## src/rtl/mul_pkg.sv

```systemverilog
// Shared definitions for the sequential multiplier: state encoding,
// state type and the iteration-counter sizing helper.
package mul_pkg;

  // Raw state encodings, kept as plain constants for older code that
  // compares against bit patterns directly.
  localparam logic [1:0] ENC_IDLE = 2'b00;
  localparam logic [1:0] ENC_CALC = 2'b01;
  localparam logic [1:0] ENC_FIX  = 2'b10;
  localparam logic [1:0] ENC_DONE = 2'b11;

  typedef enum logic [1:0] {
    ST_IDLE = ENC_IDLE,
    ST_CALC = ENC_CALC,
    ST_FIX  = ENC_FIX,
    ST_DONE = ENC_DONE
  } state_t;

  // Counter must be able to hold the value WIDTH.
  function automatic int cnt_width(input int w);
    return $clog2(w + 1);
  endfunction

endpackage

```

## src/rtl/add_n.sv

```systemverilog
// Combinational WIDTH-bit adder with carry-out; used for hi + |A| in
// each shift-add iteration.
module add_n #(
  parameter int WIDTH = 32
) (
  input  logic [WIDTH-1:0] a,
  input  logic [WIDTH-1:0] b,
  output logic [WIDTH-1:0] sum,
  output logic             cout
);

  assign {cout, sum} = {1'b0, a} + {1'b0, b};

endmodule

```

## src/rtl/mul_seq.sv

```systemverilog
// Sequential shift-add multiplier with optional signed mode and
// valid/ready handshakes. Magnitudes are multiplied unsigned over WIDTH
// cycles, then the sign is applied in a single FIX cycle so latency does
// not depend on the mode. WIDTH must be at least 2.
module mul_seq
  import mul_pkg::*;
#(
  parameter int WIDTH     = 32,
  parameter bit SIGNED_EN = 1'b1
) (
  input  logic               clk,
  input  logic               rst_n,
  input  logic               in_valid,
  output logic               in_ready,
  input  logic               is_signed,
  input  logic [WIDTH-1:0]   multiplicand,
  input  logic [WIDTH-1:0]   multiplier,
  output logic               out_valid,
  input  logic               out_ready,
  output logic [2*WIDTH-1:0] product,
  output logic               busy
);

  localparam int CW = cnt_width(WIDTH);
  localparam logic [CW-1:0] LAST_ITER = CW'(WIDTH - 1);

  state_t              state_reg, state_next;
  logic [WIDTH-1:0]    a_reg, a_next;
  logic                neg_reg, neg_next;
  logic [2*WIDTH:0]    acc_reg, acc_next;
  logic [CW-1:0]       cnt_reg, cnt_next;
  logic [2*WIDTH-1:0]  product_reg, product_next;

  // Operand conditioning at accept: sign detection and magnitudes.
  // The magnitude of the most-negative value wraps to itself, which is
  // exactly the correct unsigned magnitude 2^(WIDTH-1).
  logic             signed_mode;
  logic             a_neg, b_neg;
  logic [WIDTH-1:0] a_mag, b_mag;

  assign signed_mode = SIGNED_EN && is_signed;
  assign a_neg = signed_mode && multiplicand[WIDTH-1];
  assign b_neg = signed_mode && multiplier[WIDTH-1];
  assign a_mag = a_neg ? (~multiplicand + 1'b1) : multiplicand;
  assign b_mag = b_neg ? (~multiplier + 1'b1) : multiplier;

  // One shift-add step on {carry, hi, lo}.
  logic [WIDTH-1:0] sum;
  logic             sum_cout;
  logic [2*WIDTH:0] acc_step;

  add_n #(.WIDTH(WIDTH)) u_add (
    .a    (acc_reg[2*WIDTH-1:WIDTH]),
    .b    (a_reg),
    .sum  (sum),
    .cout (sum_cout)
  );

  assign acc_step = acc_reg[0] ? {1'b0, sum_cout, sum, acc_reg[WIDTH-1:1]}
                               : {1'b0, acc_reg[2*WIDTH:1]};

  // Two's complement of the unsigned product, applied when signs differ.
  logic [2*WIDTH-1:0] acc_negated;
  assign acc_negated = ~acc_reg[2*WIDTH-1:0] + 1'b1;

  // Next-state and datapath update selection for each FSM state.
  always_comb begin
    state_next   = state_reg;
    a_next       = a_reg;
    neg_next     = neg_reg;
    acc_next     = acc_reg;
    cnt_next     = cnt_reg;
    product_next = product_reg;
    case (state_reg)
      ST_IDLE: begin
        if (in_valid) begin
          a_next     = a_mag;
          neg_next   = a_neg ^ b_neg;
          acc_next   = {1'b0, {WIDTH{1'b0}}, b_mag};
          cnt_next   = '0;
          state_next = ST_CALC;
        end
      end
      ST_CALC: begin
        acc_next = acc_step;
        cnt_next = cnt_reg + 1'b1;
        if (cnt_reg == LAST_ITER) begin
          state_next = ST_FIX;
        end
      end
      ST_FIX: begin
        product_next = neg_reg ? acc_negated : acc_reg[2*WIDTH-1:0];
        state_next   = ST_DONE;
      end
      ST_DONE: begin
        if (out_ready) begin
          state_next = ST_IDLE;
        end
      end
      default: state_next = ST_IDLE;
    endcase
  end

  // State and datapath registers; reset abandons any operation in flight.
  always_ff @(posedge clk or negedge rst_n) begin
    if (!rst_n) begin
      state_reg   <= ST_IDLE;
      a_reg       <= '0;
      neg_reg     <= 1'b0;
      acc_reg     <= '0;
      cnt_reg     <= '0;
      product_reg <= '0;
    end else begin
      state_reg   <= state_next;
      a_reg       <= a_next;
      neg_reg     <= neg_next;
      acc_reg     <= acc_next;
      cnt_reg     <= cnt_next;
      product_reg <= product_next;
    end
  end

  assign in_ready  = rst_n && (state_reg == ST_IDLE);
  assign out_valid = (state_reg == ST_DONE);
  assign busy      = (state_reg == ST_CALC) || (state_reg == ST_FIX);
  assign product   = product_reg;

endmodule

```

## config.mk

```make
export PLATFORM = sky130hd
export DESIGN_NAME = mul_seq
export DESIGN_NICKNAME = d
export VERILOG_FILES = /design/src/rtl/mul_pkg.sv /design/src/rtl/add_n.sv /design/src/rtl/mul_seq.sv
export SDC_FILE = /design/constraint.sdc
export NUM_CORES = 1
export LEC_CHECK = 0
export CAP_MARGIN = 15
export CORE_UTILIZATION = 45
export DETAILED_ROUTE_END_ITERATION = 12
export DONT_BUFFER_PORTS = 1
export MAX_ROUTING_LAYER = met4
export SYNTH_ARGS = -nofsm -noshare
export SYNTH_HDL_FRONTEND = slang
export SYNTH_SLANG_ARGS = --single-unit
```

## constraint.sdc

```tcl
create_clock -name clk -period 5 [get_ports clk]
set_input_delay 0.25 -clock clk [delete_from_list [all_inputs] [get_ports clk]]
set_output_delay 0.25 -clock clk [all_outputs]
set_load 0.05 [all_outputs]
```

## Word-level counts from Yosys, hierarchy flattened

Index checks and enable logic that the tools add are counted.

| storage, ports and cells | value |
|---|---|
| bits in registers | 170 |
| RAM bits | 0 |
| latch bits | 0 |
| input port bits | 69 |
| memories | 0 |
| memory bits (read-only) | 0 |

| cells by class | value |
|---|---|
| equal/unequal tests | 7 |
| mux-type cells | 12 |
| $lt $le $gt $ge | 0 |
| bitwise logic cells | 4 |
| multipliers | 0 |
| reductions and logical operators | 9 |
| shift-type cells | 0 |
| div/mod/pow operators | 0 |
| add/subtract/negate cells | 5 |

Operators with widths:

| operator | count |
|---|---|
| case mux 65 bit (2 select lines) | 1 |
| 2-to-1 mux 64 bit | 2 |
| 2-to-1 mux 65 bit | 1 |
| adder 32 x 1 -> 32 bit, second input constant | 2 |
| adder 64 x 1 -> 64 bit, second input constant | 1 |
| 2-to-1 mux 32 bit | 2 |
| inverter 32 bit | 2 |
| inverter 64 bit | 1 |
| adder 32 x 32 -> 33 bit | 1 |
| case mux 6 bit (2 select lines) | 1 |
| case mux 2 bit (4 select lines) | 1 |
| adder 6 x 1 -> 6 bit, second input constant | 1 |
| equality test 6 x 5 -> 1 bit, second input constant | 1 |
| 2-to-1 mux 2 bit | 3 |
| 2-to-1 mux 6 bit | 1 |
| equality test 2 bit, second input constant | 2 |
| inequality test 2 bit, second input constant | 2 |
| AND reduction 2 bit | 2 |
| logical AND 1 bit | 3 |
| AND reduction 3 bit | 1 |
| equality test 2 x 1 -> 1 bit, second input constant | 1 |
| zero test 2 bit | 1 |
| inequality test 2 x 1 -> 1 bit, second input constant | 1 |
| nonzero test 2 bit | 1 |
| 2 further kinds | 2 |

## Longest topological paths before layout

| logic depth | value |
|---|---|
| depth after elaboration | 5 |
| mapped depth | 11 |

## Cells and area by module

From an unflattened synthesis, not the netlist that was laid out.

| second synthesis, totals | value |
|---|---|
| cells, all modules | 1425 |
| area total of the unflattened synthesis | 12141.6 sq um |

By module, submodules not included:

| module | instances | area an instance (sq um) | cells an instance | sequential area each (sq um) |
|---|---|---|---|---|
| mul_seq | 1 | 10236.1 | 1167 | 4229.1 |
| add_n | 1 | 1905.6 | 258 | 0.0 |

## Worst setup path after synthesis

No wires, ideal clock.

| path | value |
|---|---|
| path type | reg-to-reg |
| from | reg acc_reg[45] |
| to | reg product_reg[54] (netlist: product[54]) |
| setup slack | 2247 ps |
| stages on the path, launching flop included | 9 |
| period minus slack after synthesis | 2753 ps |
| setup time | 137 ps |
| path buffers | 0 |
| arrival | 2616 ps |
| required time | 4863 ps |
| cell sequence | dfrtp_1 > or3_4 > or3_4 > or3_4 > or3_4 > or3b_4 > o31ai_4 > xor2_1 > a21oi_1 |

| between the ends | value |
|---|---|
| word-level cells in the longest chain between the ends | 3 |

Ends and longest elaborated chain:

| item | line | RTL |
|---|---|---|
| from (decl) | mul_seq.sv:30 | `logic [2*WIDTH:0] acc_reg, acc_next;` |
| from (signal assigned) | mul_seq.sv:117 | `acc_reg <= acc_next;` |
| inverter 64 bit | mul_seq.sv:64 | `assign acc_negated = ~acc_reg[2*WIDTH-1:0] + 1'b1;` |
| adder 64 x 1 -> 64 bit | mul_seq.sv:64 |  |
| 2-to-1 mux 64 bit | mul_seq.sv:92 | `product_next = neg_reg ? acc_negated : acc_reg[2*WIDTH-1:0];` |
| to (signal assigned) | mul_seq.sv:119 | `product_reg <= product_next;` |
| to (decl) | mul_seq.sv:32 | `logic [2*WIDTH-1:0] product_reg, product_next;` |

Every way passes these cells.
A chain may end at the register's enable or synchronous reset.

## Worst setup path after layout

| path | value |
|---|---|
| from | reg state_reg[0] |
| to | reg acc_reg[54] |

| between the ends | value |
|---|---|
| word-level cells in the longest chain between the ends | 3 |

Ends and longest elaborated chain:

| item | line | RTL |
|---|---|---|
| from (decl) | mul_seq.sv:27 | `state_t state_reg, state_next;` |
| from (signal assigned) | mul_seq.sv:114 | `state_reg <= state_next;` |
| equality test 2 x 1 -> 1 bit / zero test 2 bit (equally long branches) | mul_seq.sv:74 | `case (state_reg)` |
| nonzero test 2 bit (no line) / inequality test 2 bit (equally long branches) | - |  |
| AND reduction 2 bit (no line) | - |  |

Several ways; a longest one is shown, not always the timed one.

==> impl_metrics.json <==
{
  "status": "finished, final reports clean",
  "drv_cap": 0,
  "routed_wl_um": 28770,
  "layout_commonest_cell": "dfrtp_1",
  "htreeDepth": 4,
  "p_sw_frac": 0.5259,
  "postCtsHoldBufs": 14,
  "dpl_worst_slack_ns": 1.695,
  "fin_cells": 1544,
  "synth_top_area_frac": 0.3920,
  "slew_headroom": 0.2463,
  "first_iter_violations": 631,
  "io_pins": 136,
  "fp.dieW_um": 156.8,
  "cp_slowest_cell": "nor2_2",
  "drt_pre_antenna_iters": 5,
  "cts_max_path_buffers": 2,
  "max_freq_mhz": 305.1,
  "tns_ns": 0,
  "synthesis.nets": 1355,
  "diodes": 0,
  "synth_seq_cells": 169,
  "initial_core_util": 0.4596,
  "required_ns": 5.33,
  "cts_made_buffers": 17,
  "syn_to_final_growth_pct": 8.547,
  "grt-ovfl-total": 0,
  "num_rows": 56,
  "r2r.worst_path.cells": 7,
  "power_mw": 8.485,
  "reg2reg_to": "acc_reg[54]$_DFFE_PN0P_",
  "syn_inst": 1245,
  "ys_warn_count": 0,
  "final_cell_mix": "dfrtp_1, o21ai_0, a21oi_1, nor2_1, xor2_1",
  "grt_max_degree": 170,
  "grt_use_total": 0.2489,
  "clkSinkCount": 169,
  "clk_latency_ns": 0.44,
  "hpwl_um": 20950,
  "r2r_slack_ns": 1.72,
  "synth_edf_count": 0,
  "globalplace.congestion": 0.9364,
  "fillCellCount": 2238,
  "cts_resized": 0,
  "synth_area_sq_um": 10790,
  "timing.critical_path.buf_inv": 1,
  "routed_via_density": 5.804,
  "via_count": 8961,
  "drive_above_1_share": 0.04490,
  "worstSetupPathType": "flip-flop to flip-flop",
  "ant_nets": 0,
  "clk_pin_slew_ns": 0.07,
  "register_area_sq_um": 4230,
  "min_from": "multiplicand[23]",
  "ys_types": 64,
  "ir_drop_mv": 0.2918,
  "ys.flop_type": "dfrtp_1",
  "crit_fanout": 25,
  "syn_avg_cell_area_sq_um": 8.666,
  "finalMaxSlewViolations": 0,
  "synth_area_leader_cell": "dfrtp_1",
  "fin_ws_ns": 1.722,
  "drc_errors": 0,
  "power.share.combinational": 0.409,
  "worst_slew_pin_slew_ns": 1.129,
  "nets": 1322,
  "arrival_ns": 3.61,
  "p_clk_frac": 0.153,
  "fin_hold_ws_ns": 0.008690,
  "hold_viol": 0,
  "whs_path_depth": 2,
  "synth_area_leaders": "dfrtp_1, xor2_1, o21ai_0, a21oi_1, ha_1",
  "cpLargestDelayFamily": "simple AND/OR/NAND/NOR gates",
  "cts_tree": "done",
  "grt_pass1_wl_um": 45890,
  "rr_startpoint": "state_reg[0]$_DFFE_PN0P_",
  "p_int_mw": 4.023,
  "multi_input_area_sq_um": 6255,
  "power.switching_mw": 4.462,
  "post-cts-setup-buffers": 0,
  "setup_viol": 0,
  "min_to": "a_reg[23]$_DFFE_PN0P_",
  "hp-class": "input port to flip-flop",
  "die_h_um": 156.8,
  "die_area_sq_um": 24600,
  "fin_util": 0.4989,
  "clockRootBuffer": "clkbuf_16",
  "fin_area_sq_um": 11710,
  "end_kind": "flip-flop",
  "wire_per_inst_um": 18.63,
  "grt_pass1_vias": 8235,
  "fin_crit_ns": 3.278,
  "core_region_area_sq_um": 23470,
  "antenna_found_initial": 1,
  "seq_power_share": 0.438,
  "skew_ns": 0.01127,
  "p_per_area_nw_per_um2": 724.5,
  "fin_crit_sh": 0.6555,
  "cp_cell_sequence": "inv_1 -> ha_1 -> nand2b_1 -> nand2_1 -> nor2_2 -> a22oi_1 -> o21ai_0",
  "placed_area_sq_um": 10990,
  "synth_seq_area_share": 0.3920,
  "ys_async_sr_fraction": 1.000,
  "placed_cells": 1498,
  "portBuffers": 0,
  "rsz0062_at_grt": "no",
  "p_leak_nw": 4.814,
  "cp_slowest_stage_delay_ns": 1.03,
  "critPathLaunchType": "flip-flop"
}
==> power by group through the flow <==
stage	Combinational, mW	Clock (mW)	Sequential, mW
finish	3.47	1.30	3.71
global route	3.96	1.38	3.81
CTS	3.48	1.32	3.70
detailed placement	3.41	0	3.73
global placement	3.38	0	3.71
floorplan	2.86	0	3.34
==> synthesized netlist by cell type (3+ instances only) <==
cell and instances:
o21ai_0 135, a22oi_1 45, o21ai_1 10, xnor2_1 47, a21oi_1 127, and3_1 3, inv_1 18, o21a_1 5
clkbuf_1 69, o22ai_1 12, or3_1 19, dfrtp_1 169, o21bai_1 4, nand3_1 16, a21o_1 20, xor2_1 103
nor2b_1 5, nor2_1 125, nor3_1 13, a21boi_0 4, nor3b_1 3, a31oi_1 7, nand4_1 15, o41ai_1 13
mux2i_1 6, ha_1 40, o31ai_1 30, a41oi_1 3, and2_1 6, nand2b_1 6, or3_4 4, nand3b_1 3
a211oi_1 3, nor4_1 13, or4_1 10, nand2_1 98
==> worst max path at each step <==
stage	cells past startpoint	end	slack, ns	from
after floorplan	8	product[54]$_DFFE_PN0P_	2.25	acc_reg[45]$_DFFE_PN0P_
after global placement	8	a_reg[25]$_DFFE_PN0P_	1.72	multiplicand[4]
after detailed placement	8	a_reg[25]$_DFFE_PN0P_	1.70	multiplicand[4]
after CTS	7	acc_reg[62]$_DFFE_PN0P_	1.75	state_reg[0]$_DFFE_PN0P_
after global routing	7	acc_reg[62]$_DFFE_PN0P_	1.45	state_reg[1]$_DFFE_PN0P_
final	7	acc_reg[54]$_DFFE_PN0P_	1.72	state_reg[0]$_DFFE_PN0P_
==> final cells by class <==
type | count | area share
Inverter | 19 | 0.006090
Timing Repair Buffer | 18 | 0.01603
Tap cell | 319 | 0.03408
Sequential cell | 169 | 0.3612
Clock inverter | 14 | 0.01186
Multi-Input combinational cell | 987 | 0.5341
Clock buffer | 18 | 0.03665
==> metal layers <==
layer / up-vias / global-route usage / wire length, um
met5: - / - / 0
met4: 0 / 0.06396 / 340
met3: 26 / 0.04902 / 2072
met2: 260 / 0.3134 / 11180
met1: 4224 / 0.3914 / 15180
li1: 4451 / - / -
==> kinds of logic (layout without fill, tap and decap cells) <==
kind of cell	after synthesis	in the layout	share of synthesized area
AOI/OAI and AO/OA	436	436	0.2439
and+or+nand+nor	352	352	0.1555
DFF	169	169	0.3920
xor gates and xnor gates	150	150	0.1218
buffers and inverters	89	69	0.03096
adders and majority gates	41	41	0.04824
muxes	8	8	0.007654
Note: power is estimated with default switching activity, not from simulation.
